### src/rtl/bus85_bridge.sv
// ---------------------------------------------------------------------------
// bus85_bridge
// Bus-side interface stage sitting directly behind an 8085-compatible core.
//  - Demultiplexes the AD bus with ALE into a 16-bit latched address.
//  - Turns the RD/WR strobes into a single-request handshake towards the
//    backing store, stretching the core cycle by holding READY low.
//  - A 4-bit watchdog aborts a request that is never acknowledged and
//    raises a sticky error flag.
//  - Optional macro INTA_VEC_EN: answers INTA cycles locally with RSTVEC
//    without touching the backing store. When the macro is undefined,
//    INTA cycles are ignored entirely.
// ---------------------------------------------------------------------------
module bus85_bridge #(
    parameter int unsigned TIMEOUT = 15,
    parameter logic [7:0]  RSTVEC  = 8'hFF
) (
    input  logic        clk,
    input  logic        rst,
    input  logic [7:0]  ad_in,
    output logic [7:0]  ad_out,
    output logic        ad_oe,
    input  logic [7:0]  a_hi,
    input  logic        ale,
    input  logic        rd_,
    input  logic        wr_,
    input  logic        inta_,
    input  logic        iom_,
    output logic        ready,
    output logic [15:0] bus_addr,
    output logic        bus_io,
    output logic        bus_req,
    output logic        bus_we,
    output logic [7:0]  bus_wdata,
    input  logic [7:0]  bus_rdata,
    input  logic        bus_ack,
    output logic        bus_err,
    input  logic        err_clr
);

    // Watchdog limit folded into the counter width (valid range 1..15).
    localparam logic [3:0] L_TIMEOUT = 4'(TIMEOUT);

    typedef enum logic [1:0] {
        S_IDLE,
        S_REQ,
        S_DATA
    } state_t;

    // Which strobe started the current cycle; it decides which strobe ends it.
    typedef enum logic [1:0] {
        C_RD,
        C_WR,
        C_INTA
    } cyc_t;

    state_t      r_state;
    cyc_t        r_cyc;
    logic [3:0]  r_cnt;
    logic [7:0]  r_ad_out;
    logic        r_ad_oe;
    logic        r_ready;
    logic [15:0] r_bus_addr;
    logic        r_bus_io;
    logic        r_bus_req;
    logic        r_bus_we;
    logic [7:0]  r_bus_wdata;
    logic        r_bus_err;

    logic        w_rd;
    logic        w_wr;
    logic        w_inta;
    logic        w_strobe_low;
    logic [3:0]  w_cnt_next;
    logic        w_timeout;
    logic        w_is_rd;

    assign w_rd       = ~rd_;
    assign w_wr       = ~wr_;
    assign w_inta     = ~inta_;
    assign w_is_rd    = (r_cyc == C_RD);
    assign w_cnt_next = r_cnt + 4'd1;
    // Counter reaching the limit on this edge means the request has been
    // outstanding for TIMEOUT full cycles.
    assign w_timeout  = (w_cnt_next == L_TIMEOUT);

    // Strobe belonging to the cycle in progress, active high.
    always_comb begin
        w_strobe_low = 1'b0;
        case (r_cyc)
            C_RD:    w_strobe_low = w_rd;
            C_WR:    w_strobe_low = w_wr;
            C_INTA:  w_strobe_low = w_inta;
            default: w_strobe_low = 1'b0;
        endcase
    end

    // Address latch, bus-cycle FSM, watchdog and sticky error, all registered.
    always_ff @(posedge clk or posedge rst) begin
        if (rst) begin
            r_state     <= S_IDLE;
            r_cyc       <= C_RD;
            r_cnt       <= 4'd0;
            r_ad_out    <= 8'h00;
            r_ad_oe     <= 1'b0;
            r_ready     <= 1'b1;
            r_bus_addr  <= 16'h0000;
            r_bus_io    <= 1'b0;
            r_bus_req   <= 1'b0;
            r_bus_we    <= 1'b0;
            r_bus_wdata <= 8'h00;
            r_bus_err   <= 1'b0;
        end else begin
            // The address is captured on every ALE edge, whatever the state.
            if (ale) begin
                r_bus_addr <= {a_hi, ad_in};
                r_bus_io   <= iom_;
            end

            // A timeout assignment further down overrides this clear.
            if (err_clr) begin
                r_bus_err <= 1'b0;
            end

            case (r_state)
                S_IDLE: begin
                    if (w_rd) begin
                        // Read wins when both RD and WR are low.
                        r_state   <= S_REQ;
                        r_cyc     <= C_RD;
                        r_cnt     <= 4'd0;
                        r_bus_req <= 1'b1;
                        r_bus_we  <= 1'b0;
                        r_ready   <= 1'b0;
                    end else if (w_wr) begin
                        r_state     <= S_REQ;
                        r_cyc       <= C_WR;
                        r_cnt       <= 4'd0;
                        r_bus_req   <= 1'b1;
                        r_bus_we    <= 1'b1;
                        r_bus_wdata <= ad_in;
                        r_ready     <= 1'b0;
                    end
`ifdef INTA_VEC_EN
                    else if (w_inta) begin
                        // Local vector: no request, no wait states.
                        r_state  <= S_DATA;
                        r_cyc    <= C_INTA;
                        r_ad_out <= RSTVEC;
                        r_ad_oe  <= 1'b1;
                        r_ready  <= 1'b1;
                    end
`endif
                end

                S_REQ: begin
                    if (ale) begin
                        // New address phase: abandon the outstanding request.
                        r_state   <= S_IDLE;
                        r_cnt     <= 4'd0;
                        r_bus_req <= 1'b0;
                        r_ad_oe   <= 1'b0;
                        r_ready   <= 1'b1;
                    end else if (bus_ack) begin
                        if (w_is_rd) begin
                            r_ad_out <= bus_rdata;
                            r_ad_oe  <= w_rd;
                        end
                        r_state   <= S_DATA;
                        r_cnt     <= w_cnt_next;
                        r_bus_req <= 1'b0;
                        r_ready   <= 1'b1;
                    end else if (w_timeout) begin
                        // Stalled store: hand the core an all-ones byte.
                        if (w_is_rd) begin
                            r_ad_out <= 8'hFF;
                            r_ad_oe  <= w_rd;
                        end
                        r_state   <= S_DATA;
                        r_cnt     <= w_cnt_next;
                        r_bus_req <= 1'b0;
                        r_bus_err <= 1'b1;
                        r_ready   <= 1'b1;
                    end else begin
                        r_cnt <= w_cnt_next;
                    end
                end

                S_DATA: begin
                    if (ale) begin
                        r_state   <= S_IDLE;
                        r_cnt     <= 4'd0;
                        r_bus_req <= 1'b0;
                        r_ad_oe   <= 1'b0;
                        r_ready   <= 1'b1;
                    end else if (!w_strobe_low) begin
                        r_state <= S_IDLE;
                        r_cnt   <= 4'd0;
                        r_ad_oe <= 1'b0;
                    end
                end

                default: begin
                    r_state   <= S_IDLE;
                    r_cnt     <= 4'd0;
                    r_bus_req <= 1'b0;
                    r_ad_oe   <= 1'b0;
                    r_ready   <= 1'b1;
                end
            endcase
        end
    end

    assign ad_out    = r_ad_out;
    assign ad_oe     = r_ad_oe;
    assign ready     = r_ready;
    assign bus_addr  = r_bus_addr;
    assign bus_io    = r_bus_io;
    assign bus_req   = r_bus_req;
    assign bus_we    = r_bus_we;
    assign bus_wdata = r_bus_wdata;
    assign bus_err   = r_bus_err;

endmodule

### config.mk
export PLATFORM = sky130hd
export DESIGN_NAME = bus85_bridge
export DESIGN_NICKNAME = d
export VERILOG_FILES = /design/src/rtl/bus85_bridge.sv
export SDC_FILE = /design/constraint.sdc
export NUM_CORES = 1
export LEC_CHECK = 0
export ABC_AREA = 0
export CORE_MARGIN = 2
export CORE_UTILIZATION = 30
export CTS_BUF_LIST = sky130_fd_sc_hd__clkbuf_4 sky130_fd_sc_hd__clkbuf_8
export DETAILED_ROUTE_END_ITERATION = 10
export GPL_TIMING_DRIVEN = 0
export PLACE_DENSITY_LB_ADDON = 0.25
export SYNTH_ARGS = -nofsm -noshare
export SYNTH_HDL_FRONTEND = slang
export SYNTH_SLANG_ARGS = --single-unit
### constraint.sdc
create_clock -name clk -period 4 [get_ports clk]
set_input_delay 1.2 -clock clk [delete_from_list [all_inputs] [get_ports clk]]
set_output_delay 1.2 -clock clk [all_outputs]
set_load 0.1 [all_outputs]
==> results of run 1 <==
[cells in the final DEF (no fill, tap or decap), types with 2 or more instances in the layout]
cell,n
a21boi_0,2
clkdlybuf4s50_1,69
o22ai_1,3
ha_1,2
a2bb2oi_1,2
nand3b_1,2
clkbuf_4,2
nor3_1,2
nand3_1,2
o21ai_0,8
nor2_1,4
nand2_1,9
dfrtp_1,43
o22a_1,8
buf_2,2
nand2b_1,2
inv_1,4
mux2_2,26
clkbuf_8,6
a21oi_1,2
[report_power, final]
group,total (W),internal (W),switching [W]
clock,0.000296,0.000155,0.000141
combinational,0.00144,0.000369,0.00107
sequential,0.000669,0.000581,0.0000879
total,0.00241,0.00110,0.00130
[path summary, 6_finish.rpt]
kind | start | endpoint | cells after the start
setup / recovery | ready$_DFFE_PP1P_ | ready | 1
hold / removal | bus_addr[15]$_DFFE_PP0P_ | bus_addr[15]$_DFFE_PP0P_ | 1
setup reg to reg | r_state[1]$_DFFE_PP0P_ | bus_wdata[7]$_DFFE_PP0P_ | 3
hold reg to reg | bus_addr[15]$_DFFE_PP0P_ | bus_addr[15]$_DFFE_PP0P_ | 1
max in group asynchronous | rst | ad_out[6]$_DFFE_PP0P_ | 3
min in group asynchronous | rst | bus_addr[8]$_DFFE_PP0P_ | 2
[stage by stage]
| step | instances | instance area [um^2] | total power, W | hold WS (ns) | worst slack [ns] |
|---|---|---|---|---|---|
| after floorplan | 147 | 1900 | 0.00178 | 0.516 | 1.59 |
| final | 300 | 2800 | 0.00241 | 0.507 | 0.839 |
| after global routing | 300 | 2800 | 0.00253 | 0.534 | 0.786 |
| after CTS | 300 | 2800 | 0.00244 | 0.513 | 0.812 |
| after detailed placement | 292 | 2710 | 0.00213 | 0.495 | 0.798 |
| after global placement | 291 | 2690 | 0.00211 | 0.489 | 0.754 |
[cell type report]
| class | instances | area, um^2 | share of cell area |
|---|---|---|---|
| Inverter | 5 | 18.8 | 0.00670 |
| Buffer | 5 | 22.5 | 0.00804 |
| Timing Repair Buffer | 70 | 711 | 0.254 |
| Multi-Input combinational cell | 93 | 757 | 0.270 |
| Clock buffer | 8 | 97.6 | 0.0348 |
| Tap cell | 75 | 93.8 | 0.0335 |
| Sequential cell | 44 | 1100 | 0.393 |
[cells by family after synthesis]
group	Yosys count	share of synthesized area
compound gates	33	0.130
xor+xnor	1	0.00461
fa+ha+maj	2	0.0132
buf+inv	10	0.0217
flops	44	0.580
mux	26	0.154
simple gates	31	0.0968
[metal layers]
layer / vias up / track usage / routed length [um]
li1: 696 / - / -
met1: 705 / 0.171 / 1910
met2: 49 / 0.207 / 1940
met3: 4 / 0.0593 / 417
met4: 0 / 0.0396 / 36
met5: - / 0 / 0
[state kept, by name, summed over array words and instances (netlist names)]
register   flops
ad_oe          1
r_state        2
bus_wdata      8
bus_io         1
ready          1
r_cnt          4
bus_addr      16
bus_req        1
bus_err        1
ad_out         8
bus_we         1
==> metrics.md, run 1 <==
| Metric | Value |
|---|---|
| Run status | finished, final reports clean |
| Critical Path End Type | output pin |
| Layout cells sized above 1 | 0.196 |
| Hold Path Class | flop to flop |
| Fin crit period | 3.16 ns |
| WS Path Type | flop to output pin |
| Aggregate global routing overflow | 0 |
| Worst-path clk slew | 0.08 ns |
| Final wirelength | 4310 um |
| HPWL Detailed | 3180 um |
| Clock root buffer master | clkbuf_8 |
| Worst setup SP type | flop |
| Core Area | 0.00603 mm^2 |
| Crit path buf inv count | 1 |
| Leak | 1.14 nW |
| Top Ports | 71 |
| Port Buf Inserts | 69 |
| Number of remaining DRC errors | 0 |
| Syn-to-layout area delta | 47.5% |
| Synthesized area per cell | 12.9 um^2 |
| Worst clock skew | 0.00655 ns |
| CP max stage delay | 1.13 ns |
| Number of diodes | 0 |
| Post-CTS Setup Repair Bufs | 0 |
| Drt pass-1 iters | 4 |
| Cell with the most instances after synthesis | dfrtp_1 |
| Least-Margin Pin Slew | 1.01 ns |
| Post-DRT Antenna Nets | 0 |
| Initial antenna violation count | 0 |
| Sequential share of the synthesized area | 0.580 |
| Mapped Cells | 147 |
| Worst-path cell chain | clkdlybuf4s50_1 |
| CTS Buffer Depth | 2 |
| Ranking of synthesized cells by area | dfrtp_1, mux2_2, o22a_1 |
| Number of synthesized register bits | 44 |
| Drt wl/cell | 14.4 um |
| Fin crit share | 0.790 |
| Number of synthesized flops with an enable pin | 0 |
| Largest net degree at the start of global routing | 28 |
| First-pass GRT wire length | 7670 um |
| Yosys top cell area share | 0.566 |
| Sink Count | 44 |
| Setup TNS | 0 ns |
| GP Congestion | 0.773 |
| PD cells | 859 mW/mm^2 |
| Slowest cell on the critical path | clkdlybuf4s50_1 |
| Vias | 1454 |
| Final Util | 0.465 |
| # nets final | 259 |
| Max VDD drop | 514 uV |
| Worst Path Max Fanout | 3 |
| Vias/cell | 4.85 |
| Distinct cells, synth | 40 |
| CP arrival | 1.96 ns |
| Initial Util | 0.315 |
| Die ar. | 0.00699 mm^2 |
| Asr flop ratio synth | 1.00 |
| Critical path required time | 2.80 ns |
| Initial DRC count | 47 |
| Fmax | 316 MHz |
| R2R Setup Slk | 2.03 ns |
| H-tree depth | 2 |
| Family with the most delay on the worst path | buffers and inverters |
| Max_cap viols | 0 |
| Synth area leader | dfrtp_1 |
| Vias in the first global route | 1599 |
| CTS resizes | 0 |
| Clock buffer count from CTS | 5 |
| GRT Total Usage | 0.134 |
| CTS Hold Buffers Added | 0 |
| Filler cells | 582 |
| Worst-skew pair later-pin latency | 0.29 ns |
| Final hold viol count | 0 |
| Ys flop type | dfrtp_1 |
| YS warnings | 0 |
| Die height | 83.6 um |
| Mapped Nets | 182 |
| Top cells by count, synth | dfrtp_1, mux2_2, nand2_1 |
| Die X | 83.6 um |
| Max Transition Viols Final | 0 |
| Finish-stage setup viols | 0 |
| CTS tree | done |
| Slew margin rel. | 0.327 |
| Synthesized cell area | 0.00190 mm^2 |
| Rows | 28 |
| RSZ-0062 raised after global routing | false |
Note: power is estimated with default switching activity, not from simulation.
==> run 2, diff against run 1 <==
- clock period: 4 -> 3.2 ns (I/O delays scaled with it)
==> results of run 2 <==
Same layout as run 1 (identical final DEF). Status: finished, final reports clean.
Main changes from that run: setup slack after placement 0.798 ns -> 0.238 ns; setup slack after layout 0.839 ns -> 0.279 ns; register-to-register setup slack 2.03 ns -> 1.23 ns; total power 0.00241 W -> 0.00301 W; worst IR drop on VDD 514 uV -> 643 uV
==> run 3, diff against run 2 <==
- CORE_ASPECT_RATIO: default -> 0.6
- SKIP_CTS_REPAIR_TIMING: default -> 1
- SLEW_MARGIN: default -> 20
==> run 3 against run 2 <==
  * Total power is 2.5% higher
  * Clock power is 21% higher
  * Highest routed layer unchanged
  * Clock skew rose by 0.0022 ns
  * Utilization is 0.074 points lower
  * Clock-buffer cell count fell by 2
  * Largest cell class unchanged
  * Critical path type unchanged
  * Register-to-register slack lost 0.02 ns
  * Largest power group unchanged
  * Maximum frequency fell by 0.59%
  * Global-route usage about the same
  * Worst setup slack got worse by 0.017 ns
  * Sequential power hardly changed
  * Flip-flop and latch count stayed put
  * Critical endpoint unchanged
==> metrics.md, run 3 (synthesis results as in run 1) <==
| Metric | Value |
|---|---|
| Drt wl/cell | 13.8 um (-4.0%) |
| First-pass GRT wire length | 7280 um (-5.0%) |
| Most common cell after layout, fill and taps aside | clkdlybuf4s50_1 |
| Setup TNS | 0 ns (unchanged) |
| Least-Margin Pin Slew | 0.999 ns (-0.00779 ns) |
| CTS tree | done |
| CP max stage delay | 1.14 ns (about the same) |
| Initial DRC count | 75 (+60%) |
| Largest net degree at the start of global routing | 30 (+7.1%) |
| Top Ports | 71 (unchanged) |
| Port Buf Inserts | 69 (unchanged) |
| Drt pass-1 iters | 4 (unchanged) |
| RSZ-0062 raised after global routing | false |
| Rows | 22 (-21%) |
| Final wirelength | 4260 um (-1.1%) |
| Family with the most delay on the worst path | buffers and inverters |
| Slack of the critical path | 0.262 ns |
| Initial Util | 0.311 (-0.00439) |
| Number of diodes | 0 (unchanged) |
| Fmax | 340 MHz |
| Slew margin rel. | 0.332 (+0.00556) |
| Worst Path Max Fanout | 3 (unchanged) |
| Die height | 65.7 um (-21%) |
| Critical path required time | 2.24 ns |
| PD cells | 1090 mW/mm^2 |
| Worst-skew pair later-pin latency | 0.30 ns (about the same) |
| Post-DRT Antenna Nets | 0 (unchanged) |
| # nets final | 259 (unchanged) |
| Fin crit share | 0.918 |
| Clock root buffer master | clkbuf_8 |
| Layout cells sized above 1 | 0.196 (unchanged) |
| Pre-CTS WS | 0.281 ns |
| H-tree depth | 2 (unchanged) |
| Die X | 107 um (+28%) |
| Post-route cell area | 0.00284 mm^2 (+1.2%) |
| Number of remaining DRC errors | 0 (unchanged) |
| Vias | 1429 (-1.7%) |
| Worst-path clk slew | 0.09 ns (about the same) |
| Die ar. | 0.00701 mm^2 (+0.30%) |
| Worst clock skew | 0.00875 ns (+0.00220 ns) |
| Aggregate global routing overflow | 0 (unchanged) |
| HPWL Detailed | 3170 um (-0.29%) |
| Hold Path Class | flop to flop |
| Core Area | 0.00611 mm^2 (+1.4%) |
| Sink Count | 44 (unchanged) |
| Worst-path cell chain | clkdlybuf4s50_1 |
| Filler cells | 568 (-2.4%) |
| Vias/cell | 4.62 (-4.6%) |
| Initial antenna violation count | 0 (unchanged) |
| CTS Buffer Depth | 2 (unchanged) |
| Syn-to-layout area delta | 49.3% |
| Finish-stage setup viols | 0 (unchanged) |
| Max Transition Viols Final | 0 (unchanged) |
| GRT Total Usage | 0.135 (+0.000358) |
| Run status | finished, final reports clean |
| Max_cap viols | 0 (unchanged) |
| Slowest cell on the critical path | clkdlybuf4s50_1 |
| Leak | 1.15 nW (+0.79%) |
| Storage element area | 0.00110 mm^2 (unchanged) |
| GP Congestion | 0.762 (-1.4%) |
| Commonest non-fill, non-tap cells in the layout | clkdlybuf4s50_1, dfrtp_1, mux2_2, nand2_1 |
| WS Path Type | flop to output pin |
| Worst setup SP type | flop |
| Fin crit period | 2.94 ns |
| Max reg flops | 16 (unchanged) |
| Vias in the first global route | 1452 (-9.2%) |
| Critical Path End Type | output pin |
| Multi-input combinational cell area | 757 um^2 (unchanged) |
| CP arrival | 1.98 ns (+0.02 ns) |
| Crit path buf inv count | 1 (unchanged) |
| Max VDD drop | 536 uV |
| Final hold viol count | 0 (unchanged) |
| Clock buffer count from CTS | 5 (unchanged) |
| DP Area | 0.00272 mm^2 (+0.42%) |
| Overall power | 0.00309 W |
==> run 3: changes by cell type in the layout (fill, tap and decap cells not counted), sizes merged <==
cell | before | now
clkinv | 0 | 1
clkbuf | 10 | 8
bufinv | 0 | 1
==> run 3: metrics by stage <==
step	cells	hold slack, ns	util
6_report	309	0.507	0.464
5_1_grt	309	0.527	0.464
4_1_cts	309	0.513	0.464
3_5_place_dp	301	0.494	0.445
3_3_place_gp	300	0.489	0.441
2_1_floorplan	147	0.516	-
==> run 3: area by class of cell <==
class | count | area share
inverters | 5 | 0.00661
plain buffers | 5 | 0.00794
clock buffers | 6 | 0.0291
repair buffers | 70 | 0.250
flip-flops and latches | 44 | 0.388
clock inverters | 2 | 0.0137
multi-input cells | 93 | 0.267
well taps | 84 | 0.0370
==> run 3: report_power, final <==
part           internal, W  switching (W)
logic             0.000462        0.00134
clock network     0.000255       0.000191
registers         0.000726       0.000108
total              0.00144        0.00164
==> run 3: routing by layer <==
layer	routed length, um	vias to the layer above	GRT usage
met5	0	-	0
met4	29	0	0.0341
met3	456	4	0.0605
met2	1590	51	0.177
met1	2180	682	0.197
li1	-	692	-
==> run 3: path summary, 6_finish.rpt <==
check | start | to | slack (ns) | cells past startpoint
setup / recovery | ready$_DFFE_PP1P_ | ready | 0.26 | 1
hold / removal | bus_wdata[6]$_DFFE_PP0P_ | bus_wdata[6]$_DFFE_PP0P_ | 0.51 | 1
setup reg to reg | r_state[1]$_DFFE_PP0P_ | bus_wdata[1]$_DFFE_PP0P_ | 1.21 | 3
hold reg to reg | bus_wdata[6]$_DFFE_PP0P_ | bus_wdata[6]$_DFFE_PP0P_ | 0.51 | 1
max in group asynchronous | rst | ready$_DFFE_PP1P_ | 1.69 | 3
min in group asynchronous | rst | ad_out[4]$_DFFE_PP0P_ | 0.95 | 2
==> RTL change 1: new RTL, config.mk and constraints of run 2 <==
The option `INTA_VEC_EN` is turned on by a define.
--- a/src/rtl/bus85_bridge.sv
+++ b/src/rtl/bus85_bridge.sv
@@ -12,2 +12,4 @@
 // ---------------------------------------------------------------------------
+`define INTA_VEC_EN
+
 module bus85_bridge #(
Check against the original RTL: not equivalent (a bounded check fails within 4 cycles, from zero or initial values and one cycle with rst high).
==> RTL change 1 against run 2 <==
Sequential cell count grew 2; power grew 3.5%; wire length is 4.3% higher; setup slack worse by 0.015 ns; area after synthesis rose by 7.6%; largest power group unchanged; design area rose by 5.5%; combinational power is 3% higher.
==> RTL change 1: results (changes against run 2) <==
| Metric | Value |
|---|---|
| Outcome | finished, final reports clean |
| Leakage | 1.32 nW (+16%) |
| Hold Crit Class | reg -> reg |
| Combinational Power Share | 59.6% (-0.4 points) |
| Synthesized Nets | 205 (+13%) |
| Adder-cell share of the synthesized area | 1.22% (-0.093 points) |
| Switching pwr | 1.72 mW (+5.3%) |
| Reg-to-reg setup timing slack | 1.30 ns (+0.07 ns) |
| Compound-Gate Fraction of Synth Area | 9.91% (-3.1 points) |
| Port Buffers | 70 (+1.4%) |
| Antenna cells | 0 (unchanged) |
| Sw frac | 55.1% (+0.96 points) |
| Arrival time of the worst setup path | 1.98 ns (+0.02 ns) |
| Syn Inst Count | 170 (+16%) |
| R2R cell count | 6 (+3) |
| DP Worst Slack | 0.403 ns (+0.165 ns) |
| Number of nets in the layout | 283 (+9.3%) |
| RR Startpoint | r_cnt[0]$_DFFE_PP0P_ |
| Post-Route WL | 4500 um (+4.3%) |
| Detailed placement HPWL | 3200 um (+0.43%) |
| Final Cycle Share | 91.7% (+0.46 points) |
| Worst R2R End | ad_out[5]$_DFFE_PP0P_ |
| Skew final | 0.00497 ns (-0.00159 ns) |
| Largest net degree at the start of global routing | 25 (-11%) |
| Wire per inst | 13.7 um (-4.9%) |
| Max reg flops | 16 (unchanged) |
| Routability Congestion | 0.811 (+4.9%) |
| CTS resizes | 0 (unchanged) |
| Layout cells sized above 1 | 14.1% (-5.5 points) |
| Initial DRT Pass Iterations | 4 (unchanged) |
| Unique masters post-synth | 36 (-10%) |
| Worst slew margin | 33.7% (+0.99 points) |
| Sequential share of the synthesized area | 56.4% (-1.6 points) |
| Mux cell area share after synthesis | 18.7% (+3.3 points) |
| Commonest cells post-synth | 45 x dfrtp_1, 17 x mux2_2, 17 x nor2_1 |
| Placed cell count | 321 (+9.9%) |
| VDD IR-drop max | 0.000597 V (-7.1%) |
| Max stage delay cell, worst path | clkdlybuf4s50_1 |
| Vias per cell | 4.71 (-2.7%) |
| GR Util All Layers | 13.0% (-0.45 points) |
| First-pass GRT wire length | 7740 um (+0.99%) |
| Vias in the first global route | 1622 (+1.4%) |
| First element of the critical path | ready$_DFFE_PP1P_ |
| Xor and xnor area share after synthesis | 0.428% (-0.032 points) |
| DRT iter0 DRCs | 112 (+140%) |
| Main area contributors after synthesis | dfrtp_1 55%, mux2_2 9.4%, mux2i_1 4.9% |
| Fill cell total of the finished layout | 662 (+14%) |
| Placed inst area | 2870 um^2 (+5.9%) |
RTL change 1: final cells by class:
| type | count | area [um^2] | share of cell area (%) |
|---|---|---|---|
| plain buffers | 4 | 25.0 | 0.846 |
| clock buffers | 7 | 83.8 | 2.84 |
| clock inverters | 1 | 7.51 | 0.254 |
| inverters | 14 | 52.6 | 1.78 |
| multi-input cells | 106 | 815 | 27.5 |
| flip-flops and latches | 46 | 1150 | 39.0 |
| well taps | 80 | 100 | 3.39 |
| repair buffers | 71 | 721 | 24.4 |
RTL change 1: how the worst min path moves through the flow:
stage / endpoint / depth (start not counted) / from / slack, ns
3_3_place_gp: bus_wdata[5]$_DFFE_PP0P_ / 1 / bus_wdata[5]$_DFFE_PP0P_ / 0.47
5_1_grt: bus_wdata[2]$_DFFE_PP0P_ / 1 / bus_wdata[2]$_DFFE_PP0P_ / 0.52
4_1_cts: bus_wdata[1]$_DFFE_PP0P_ / 1 / bus_wdata[1]$_DFFE_PP0P_ / 0.50
3_5_place_dp: bus_wdata[0]$_DFFE_PP0P_ / 1 / bus_wdata[0]$_DFFE_PP0P_ / 0.47
6_report: bus_wdata[7]$_DFFE_PP0P_ / 1 / bus_wdata[7]$_DFFE_PP0P_ / 0.50
2_1_floorplan: r_cnt[2]$_DFFE_PP0P_ / 1 / r_cnt[2]$_DFFE_PP0P_ / 0.49
RTL change 1: logic make-up (layout without fill, tap and decap cells):
group | Yosys count | in the layout
compound gates | 28 | 28
xor+xnor | 1 | 1
simple gates | 40 | 40
fa+ha+maj | 2 | 2
mux | 35 | 35
buf+inv | 18 | 97
flops | 46 | 46
RTL change 1: routing by layer:
metal	vias up	routed length, um	global-route usage [%]
met1	749	2090	17.1
met2	55	1980	19.8
met3	5	393	5.52
met5	-	0	0
met4	0	24	3.41
li1	742	-	-
==> RTL change 2: new RTL, flow settings as in run 2 <==
Without the edit above. Make the reset (`rst`) synchronous in one clocked block.
--- a/src/rtl/bus85_bridge.sv
+++ b/src/rtl/bus85_bridge.sv
@@ -97,3 +97,3 @@
     // Address latch, bus-cycle FSM, watchdog and sticky error, all registered.
-    always_ff @(posedge clk or posedge rst) begin
+    always_ff @(posedge clk) begin
         if (rst) begin
Function: differs if rst is asserted again (counterexample within 4 cycles, from zero or initial values and one cycle with rst high); with rst held inactive, the same outputs for 10 cycles.
==> RTL change 2 against run 2 <==
Fmax down 0.24%; cell count is 15% higher; sequential cell count unchanged; critical path depth stayed put; non-clock buffer count increased by 3; area after synthesis fell by 5.5%; count of clock-buffer cells in the layout decreased by 3; design area decreased by 4.2%; setup slack got worse by 0.0070 ns; wire length up 2.2%; via count rose by 9.8%; critical endpoint is now bus_we; highest routed layer unchanged.
Power is not compared: it rests on default switching activity, and its combinational part moved more than twofold at a synthesized area within 25%.
==> RTL change 2: results (changes against run 2) <==
| Metric | Value |
|---|---|
| Layout cells sized above 1 | 10.7% (-8.9 points) |
| Largest net degree at the start of global routing | 16 (-43%) |
| Post-Route WL | 4410 um (+2.2%) |
| Routability Congestion | 0.834 (+7.9%) |
| Pins Over Slew Limit | 0 (unchanged) |
| Htree depth | 2 (unchanged) |
| Detailed placement HPWL | 3290 um (+3.3%) |
| Main area contributors after synthesis | dfxtp_1 49%, mux2i_1 10%, nor2_1 6.5% |
| Switching pwr | roughly 500 uW |
| Outcome | finished, final reports clean |
| Placed inst area | 2570 um^2 (-5.0%) |
| Non-Filler Instances | 346 (+15%) |
| GR Util met3 | 4.11% (-1.8 points) |
| Unique masters post-synth | 32 (-20%) |
| DP Worst Slack | 0.556 ns (+0.318 ns) |
| Max reg flops | 16 (unchanged) |
| Non-clock buffer share | 27.3% (+1.1 points) |
| Hold Worst Slack | 0.459 ns (-0.0481 ns) |
| Skew final | 0.00665 ns (+0.0000923 ns) |
| Met2 wire len | 1970 um (+1.3%) |
| Root Driver | clkbuf_8 |
| Pwr dens | around 540 nW/um^2 |
| First-pass GRT wire length | 7180 um (-6.4%) |
| GR Util met1 | 18.6% (+1.5 points) |
| Commonest cells post-synth | 44 x dfxtp_1, 31 x nor2_1, 26 x nand2_1 |
| DR vias | 1596 (+9.8%) |
| Number of non-clock buffers | 78 (+4.0%) |
| Reg-to-reg setup timing slack | 1.43 ns (+0.20 ns) |
| Worst-Margin Slew | 1.00 ns (-0.00461 ns) |
| Placed cell count | 338 (+16%) |
| Vias in the first global route | 1547 (-3.3%) |
| Initial DRT Pass Iterations | 4 (unchanged) |
| Sequential share of the synthesized area | 49.1% (-8.9 points) |
| GR Util All Layers | 14.1% (+0.63 points) |
| Port Buffers | 68 (-1.4%) |
| Post-CTS Setup Repair Bufs | 0 (unchanged) |
| Synthesized Nets | 230 (+26%) |
| Clk tree area frac | 4.33% (+0.85 points) |
| Num sequential | 44 (unchanged) |
| Met2 usage | 20.4% (-0.24 points) |
| Comb_multi_in | 138 (+48%) |
| Number of nets in the layout | 305 (+18%) |
| CTS resizes | 0 (unchanged) |
| Fmax | 342 MHz (-0.24%) |
| Fraction of standard cell area in multi-input logic | 31.7% (+4.7 points) |
| DR WL met3 | 329 um (-21%) |
| M1 WL | 2030 um (+6.1%) |
| Fraction of registers with async set/reset | 0% (-100 points) |
| Max incr delay on CP | 1.19 ns (+0.06 ns) |
| Fill cell total of the finished layout | 570 (-2.1%) |
| Max stage delay cell, worst path | clkdlybuf4s50_1 |
| Nonclk inv count | 3 (-2) |
| Sequential cell area share | 32.8% (-6.5 points) |
| DRT iter0 DRCs | 70 (+49%) |
| Post-Syn Area per Cell | 9.21 um^2 (-29%) |
| Max Fanout on Critical Path | 6 (+3) |
| Antenna cells | 0 (unchanged) |
| CLK BUF | 5 (-3) |
| Synth Flop Type | dfxtp_1 |
==> RTL change 2: power by group through the flow <==
stage	logic, mW	clock network (mW)	registers, mW
global placement	0.411	0	0.610
floorplan	0.0936	0	0.810
global route	0.433	0.477	0.603
CTS	0.413	0.446	0.599
detailed placement	0.412	0	0.611
finish	0.411	0.434	0.599
==> RTL change 2: cells by family after synthesis <==
logic type | Yosys count | synth area share [%]
flops | 44 | 49.1
simple gates | 78 | 19.9
buf+inv | 13 | 3.55
mux | 18 | 10.0
fa+ha+maj | 2 | 1.39
compound gates | 40 | 16.1
==> RTL change 2: final timing paths <==
kind | start | end | depth (start not counted)
setup / recovery | bus_we$_SDFFE_PP0P_ | bus_we | 1
hold / removal | bus_wdata[5]$_SDFFE_PP0P_ | bus_wdata[5]$_SDFFE_PP0P_ | 2
setup reg to reg | r_cnt[0]$_SDFFE_PP0P_ | ad_out[5]$_SDFFE_PP0P_ | 6
hold reg to reg | bus_wdata[5]$_SDFFE_PP0P_ | bus_wdata[5]$_SDFFE_PP0P_ | 2
